===== src/rtl/uart_rx.sv =====
// 8N1 UART receiver, LSB first, with a programmable bit period and a one-entry
// valid/ready holding register that reports framing errors and overruns.
module uart_rx #(
  parameter logic [15:0] UART_SPEED_DEFAULT = 16'h186a
) (
  input  logic        clk,
  input  logic        reset,
  input  logic        rx,
  input  logic [15:0] data,
  input  logic        set,
  output logic [7:0]  data_out,
  output logic        valid,
  input  logic        ready,
  output logic        busy,
  output logic        frame_err,
  output logic        overrun
);

  typedef enum logic [1:0] {IDLE, START, DATA, STOP} state_e;

  state_e      state_q, state_d;
  logic        rxMeta_q, rxSync_q, rxPrev_q;
  logic [15:0] cyclesPerBit_q, cyclesPerBit_d;
  logic [15:0] cycleCnt_q, cycleCnt_d;
  logic [2:0]  bitCnt_q, bitCnt_d;
  logic [7:0]  shift_q, shift_d;
  logic [7:0]  dataOut_q, dataOut_d;
  logic        valid_q, valid_d;
  logic        frameErr_q, frameErr_d;
  logic        overrun_q, overrun_d;
  logic [15:0] halfBit;

  assign halfBit = cyclesPerBit_q >> 1;

  always_ff @(posedge clk) begin
    if (reset) begin
      rxMeta_q       <= 1'b1;
      rxSync_q       <= 1'b1;
      rxPrev_q       <= 1'b1;
      state_q        <= IDLE;
      cyclesPerBit_q <= UART_SPEED_DEFAULT;
      cycleCnt_q     <= 16'd0;
      bitCnt_q       <= 3'd0;
      shift_q        <= 8'd0;
      dataOut_q      <= 8'd0;
      valid_q        <= 1'b0;
      frameErr_q     <= 1'b0;
      overrun_q      <= 1'b0;
    end else begin
      rxMeta_q       <= rx;
      rxSync_q       <= rxMeta_q;
      rxPrev_q       <= rxSync_q;
      state_q        <= state_d;
      cyclesPerBit_q <= cyclesPerBit_d;
      cycleCnt_q     <= cycleCnt_d;
      bitCnt_q       <= bitCnt_d;
      shift_q        <= shift_d;
      dataOut_q      <= dataOut_d;
      valid_q        <= valid_d;
      frameErr_q     <= frameErr_d;
      overrun_q      <= overrun_d;
    end
  end

  // Delivery happens on the mid-stop sample itself, so a consumer taking the
  // old byte on that same cycle frees the register for the new one.
  always_comb begin
    state_d        = state_q;
    cyclesPerBit_d = cyclesPerBit_q;
    cycleCnt_d     = cycleCnt_q;
    bitCnt_d       = bitCnt_q;
    shift_d        = shift_q;
    dataOut_d      = dataOut_q;
    valid_d        = valid_q && !ready;
    frameErr_d     = 1'b0;
    overrun_d      = 1'b0;

    if (set) begin
      cyclesPerBit_d = data;
      state_d        = IDLE;
      cycleCnt_d     = 16'd0;
      bitCnt_d       = 3'd0;
    end else begin
      unique case (state_q)
        IDLE: begin
          if (!rxSync_q && rxPrev_q) begin
            state_d    = START;
            cycleCnt_d = 16'd0;
          end
        end
        START: begin
          if (cycleCnt_q == halfBit) begin
            cycleCnt_d = 16'd0;
            bitCnt_d   = 3'd0;
            state_d    = rxSync_q ? IDLE : DATA;
          end else begin
            cycleCnt_d = cycleCnt_q + 16'd1;
          end
        end
        DATA: begin
          if (cycleCnt_q == cyclesPerBit_q) begin
            shift_d[bitCnt_q] = rxSync_q;
            cycleCnt_d        = 16'd0;
            if (bitCnt_q == 3'd7) begin
              state_d = STOP;
            end else begin
              bitCnt_d = bitCnt_q + 3'd1;
            end
          end else begin
            cycleCnt_d = cycleCnt_q + 16'd1;
          end
        end
        STOP: begin
          if (cycleCnt_q == cyclesPerBit_q) begin
            state_d    = IDLE;
            cycleCnt_d = 16'd0;
            if (!rxSync_q) begin
              frameErr_d = 1'b1;
            end else if (!valid_q || ready) begin
              dataOut_d = shift_q;
              valid_d   = 1'b1;
            end else begin
              overrun_d = 1'b1;
            end
          end else begin
            cycleCnt_d = cycleCnt_q + 16'd1;
          end
        end
        default: state_d = IDLE;
      endcase
    end
  end

  always_comb begin
    busy      = (state_q != IDLE);
    data_out  = dataOut_q;
    valid     = valid_q;
    frame_err = frameErr_q;
    overrun   = overrun_q;
  end

endmodule

===== config.mk =====
export PLATFORM = sky130hd
export DESIGN_NAME = uart_rx
export DESIGN_NICKNAME = d
export VERILOG_FILES = /design/src/rtl/uart_rx.sv
export SDC_FILE = /design/constraint.sdc
export NUM_CORES = 1
export LEC_CHECK = 0
export ABC_CLOCK_PERIOD_IN_PS = 2700
export CAP_MARGIN = 20
export CORE_UTILIZATION = 55
export CTS_CLUSTER_DIAMETER = 40
export DETAILED_ROUTE_END_ITERATION = 6
export DONT_BUFFER_PORTS = 1
export GPL_TIMING_DRIVEN = 0
export PLACE_DENSITY = 0.76
export SLEW_MARGIN = 40
export SYNTH_ARGS = -nofsm -noshare
export SYNTH_HDL_FRONTEND = slang
export SYNTH_SLANG_ARGS = --single-unit

===== constraint.sdc =====
create_clock -name clk -period 2.7 [get_ports clk]
set_input_delay 0.54 -clock clk [delete_from_list [all_inputs] [get_ports clk]]
set_output_delay 0.54 -clock clk [all_outputs]
set_load 0.02 [all_outputs]

# --- Yosys cells after proc, flatten, opt, wreduce, memory -nomap -nowiden ---
# Index checks and enable logic that the tools add are counted.
classes:
  add_sub_neg: 2
  order_cmp: 2
  n_eq_ne: 12
  n_mux: 25
  n_bitwise: 4
  reduce_logical: 18
ops:
  columns: ["op", "count"]
  rows:
  - ["2-to-1 mux 16 bit", 3]
  - ["one-hot mux 16 bit (3 select lines)", 1]
  - ["adder 16 x 1 -> 16 bit (second input constant)", 1]
  - ["== test 16 x 15 -> 1 bit", 1]
  - ["== test 16 bit", 1]
  - ["2-to-1 mux 2 bit", 6]
  - ["inequality test 2 bit (second input constant)", 6]
  - ["AND reduction 5 bit", 2]
  - ["2-to-1 mux 3 bit", 3]
  - ["bitwise mux 8 bit", 1]
  - ["2-to-1 mux 1 bit", 8]
  - ["one-hot mux 2 bit (4 select lines)", 1]
  - ["one-hot mux 3 bit (2 select lines)", 1]
  - ["OR reduction 5 bit", 1]
  - ["== test 2 bit (second input constant)", 2]
  - ["< comparator 3 x 4 -> 1 bit (second input constant)", 1]
  - ["inverter 1 bit", 4]
  - ["AND reduction 4 bit", 1]
  - ["nonzero test 2 bit", 2]
  - ["OR reduction 2 bit", 2]
  - ["OR reduction 4 bit", 1]
  - ["adder 3 x 1 -> 3 bit (second input constant)", 1]
  - ["demux 1 bit (select 3 bit)", 1]
  - ["== test 3 bit (second input constant)", 1]
  - ["other kinds (7)", 11]
word_totals:
  ff_bits: 59
  in_bits: 21
  output_inout_bits: 12
  word_cells: 75

# --- Logic depth before layout (Yosys ltp) ---
logic_depth:
  word_depth: 7
  ltp_mapped: 10
  depth_no_buf: 7

# --- Worst setup path after synthesis ---
# No wires, ideal clock.
synth_path:
  path_kind: "flip-flop to flip-flop"
  start: "reg cycleCnt_q[0]"
  end: "reg dataOut_q[0], in the netlist data_out[0]"
  setup_ps: 128
  t_arrival_ps: 1958
  required_time_ps: 2572
  slack_ps: 614
  path_stages_with_launch: 10
  n_path_buf: 3
  synth_period_minus_slack_ps: 2086
  path_cell_list: "dfxtp_1 buf_2 xor2_1 nor4_1 nand4_1 buf_2 or4b_4 buf_6 mux2i_1 nor2_1"
synth_via:
  elab_chain_cells: 2
synth_rtl:
  columns: ["item", "line", "source"]
  rows:
  - ["start, declared", "24", "logic [15:0] cycleCnt_q, cycleCnt_d;"]
  - ["start signal, assigned", "55", "cycleCnt_q <= cycleCnt_d;"]
  - ["== test 16 bit", "114", "if (cycleCnt_q == cyclesPerBit_q) begin"]
  - ["AND reduction 5 bit (no source line)", null, null]
  - ["end signal, assigned", "58", "dataOut_q <= dataOut_d;"]
  - ["end, declared", "27", "logic [7:0] dataOut_q, dataOut_d;"]
# Every way passes these cells.
# A chain may end at the register's enable or synchronous reset.

# --- Final worst setup path ---
layout_path:
  start: "reg cycleCnt_q[12]"
  end: "reg dataOut_q[2], in the netlist data_out[2]"
# The elaborated chain is that of the path after synthesis.

==> results.sh <==
export IMPL_drive_gt1_share_pct=9.86
export IMPL_synthCells=340
export IMPL_cp_cell_sequence="clkbuf_1, xor2_1, nor4_1, nand4_1, buf_2, or4b_4, buf_6, mux2i_1, nor2_1"
export IMPL_root_buffer="clkbuf_8"
export IMPL_cts_buffers=9
export IMPL_drv_cap=0
export IMPL_antenna_found_initial=0
export IMPL_slowest_stage="or4b_4"
export IMPL_clock_sinks=59
export IMPL_clkLatencyLatePin_ns=0.34
export IMPL_drc=0
export IMPL_cp_data_required_time_ns=2.91
export IMPL_period_share_pct=90.6
export IMPL_diodes=0
export IMPL_seq_area_frac_synth_pct=40.7
export IMPL_fmax_mhz=409
export IMPL_cts_hold_buf=0
export IMPL_hold_viol=0
export IMPL_holdWs_ns=0.306
export IMPL_grt_start_max_net_pins=11
export IMPL_synth_seq_cells=59
export IMPL_synth_cell_area_sq_um=2900
export IMPL_grt_setup_unrepaired="no"
export IMPL_slew_headroom_pct=56.5
export IMPL_clock_path_buffers=2
export IMPL_most_common_layout_cells="59 x dfxtp_1, 34 x nor2_1, 34 x xor2_1, 26 x nand2_1, 24 x mux2i_1"
export IMPL_power_per_cell_area_nw_per_um2=567
export IMPL_dp_slack_ns=0.279
export IMPL_grt_overflow_total=0
export IMPL_rrSetupSlack_ns=0.25
export IMPL_grt_total_usage_pct=24.5
export IMPL_finalSetupTns_ns=0
export IMPL_critical_path_class="register to register"
export IMPL_synth_avg_cell_area_sq_um=8.54
export IMPL_synth_edf_count=0
export IMPL_slew_violations=0
export IMPL_status="completed"
export IMPL_worst_pin_slew_ns=0.650
export IMPL_vdd_ir_drop_max_uv=482
export IMPL_io_buffers=0
export IMPL_crit_arrival_ns=2.65
export IMPL_dieArea_sq_um=5570
export IMPL_synthesis_nets=364
export IMPL_final_common_cell="dfxtp_1"
export IMPL_async_flop_share_pct=0
export IMPL_crit_family="simple AND/OR/NAND/NOR gates"
export IMPL_place_hpwl_um=4640
export IMPL_combPwrFrac_pct=5.6
export IMPL_p_sw_uw=406
export IMPL_wirelength_um=6370
export IMPL_first_pass_iters=4
export IMPL_synth_cell_types=38
export IMPL_endpoint_kind="register"
export IMPL_switching_share_pct=22.5
export IMPL_final_util_pct=62.4
export IMPL_grt_pass1_wl_um=10100
export IMPL_fin_crit_ns=2.45
export IMPL_ys_flop_type="dfxtp_1"
export IMPL_cpPeakStageDelay_ns=0.53
export IMPL_path_clk_slew_ns=0.06
export IMPL_critPathMaxFanout=10
export IMPL_gp_congestion=0.873
export IMPL_holdCritPathClass="input port to register"
export IMPL_crit_buf_inv=3
export IMPL_wire_per_inst_um=15.0
export IMPL_ios=33
export IMPL_cts_setup_buffers=0
export IMPL_synth_largest_area_cell="dfxtp_1"
export IMPL_p_int_uw=1400
export IMPL_final_nets=375
export IMPL_setup_viol=0
export IMPL_drt_iter0_drc=169
export IMPL_htreeDepth=3
export IMPL_viasPerCell=5.57
export IMPL_grt_pass1_vias=2207
export IMPL_rows=26
export IMPL_finalWorstSetupSlack_ns=0.254
export IMPL_num_vias=2367
export IMPL_cts_resized_gates=0
export IMPL_cts_tree="built"
export IMPL_skew_ns=0.00259
export IMPL_ant_nets=0
export IMPL_synthTopCellsByArea="dfxtp_1 41%, xor2_1 10%, mux2i_1 8.3%"
export IMPL_initial_core_util_pct=56.9
export IMPL_p_clk_share_pct=44.2
export IMPL_pwr_share_seq_pct=50.3
export IMPL_coreArea_sq_um=5110
export IMPL_synth_top_area_share_pct=40.7
export IMPL_start_kind="register"
export IMPL_die_w_um=74.7
export IMPL_yosys_warnings=0
export IMPL_die_y_um=74.7
export IMPL_syn2layout_area_growth_pct=9.69
export IMPL_leakage_uw=0.00133
[worst paths after layout]
kind / start / to / depth (start not counted)
worst min-delay path: rx / rxMeta_q / 1
worst max-delay path: cycleCnt_q[12] / data_out[2] / 9
worst min register to register: rxMeta_q / rxSync_q / 1
worst max register to register: cycleCnt_q[12] / data_out[2] / 9
[through the flow]
stage	instance area [sq um]	instances	total power, uW
floorplan	2900	340	1000
global placement	2990	410	1020
detailed placement	2990	410	1020
CTS	3190	425	1820
global route	3190	425	1860
finish	3190	425	1800
[area by class of cell]
class	instances	area, sq um
fill	441	1920
multi-input combinational	245	1560
sequential	59	1180
clock buffer	13	159
buffer	29	138
tap	70	87.6
clock inverter	2	35.0
inverter	7	26.3
[state kept, by name, indices dropped and copies added (netlist names), named ones only]
name            cells
cycleCnt_q         16
state_q             1
valid               1
shift_q             8
bitCnt_q            3
rxPrev_q            1
overrun             1
cyclesPerBit_q     16
rxSync_q            1
data_out            8
rxMeta_q            1
frame_err           1
[power groups by stage]
stage	Sequential, uW	Clock [uW]	Combinational [uW]
2_1_floorplan	921	0	78.6
3_3_place_gp	925	0	95.7
3_5_place_dp	926	0	99.2
4_1_cts	906	817	100
5_1_grt	908	846	111
6_report	907	797	101
[worst register-to-register path: stages, from the launching register on]
cell and delay, ns:
dfxtp_1 0.31, clkbuf_1 0.28, xor2_1 0.12, nor4_1 0.32, nand4_1 0.17, buf_2 0.21, or4b_4 0.53, buf_6 0.16
mux2i_1 0.17, nor2_1 0.05
[synth_stat cells (3+ instances only)]
library cell and n:
mux2i_1 24, a211o_1 6, xor2_1 34, ha_1 3, nand2_1 26, clkbuf_1 14
nor4_1 9, nor3_1 7, dfxtp_1 59, or3_1 10, nor2b_1 8, nand3_1 14
inv_1 7, o21ai_0 16, nor2_1 34, a31oi_1 5, or2_2 7, buf_2 11
nand4_1 9, a21oi_1 14
[cells by family (layout without fill, tap and decap cells)]
family | count (synthesis) | in the layout | share of synthesized area (%)
AOI/OAI and AO/OA | 51 | 51 | 10.9
xor gates and xnor gates | 35 | 35 | 10.6
adders and majority gates | 3 | 3 | 1.29
buffers and inverters | 36 | 51 | 5.64
DFF | 59 | 59 | 40.7
muxes | 24 | 24 | 8.27
and+or+nand+nor | 132 | 132 | 22.7
[routing by layer]
| metal | wire (um) | GRT usage [%] | up-vias |
|---|---|---|---|
| met4 | 78 | 10.3 | 0 |
| met5 | 0 | 0 | - |
| met3 | 343 | 8.43 | 8 |
| li1 | - | - | 1193 |
| met1 | 2810 | 29.0 | 1112 |
| met2 | 3150 | 40.6 | 54 |
Power figures use the tool's default switching activity.
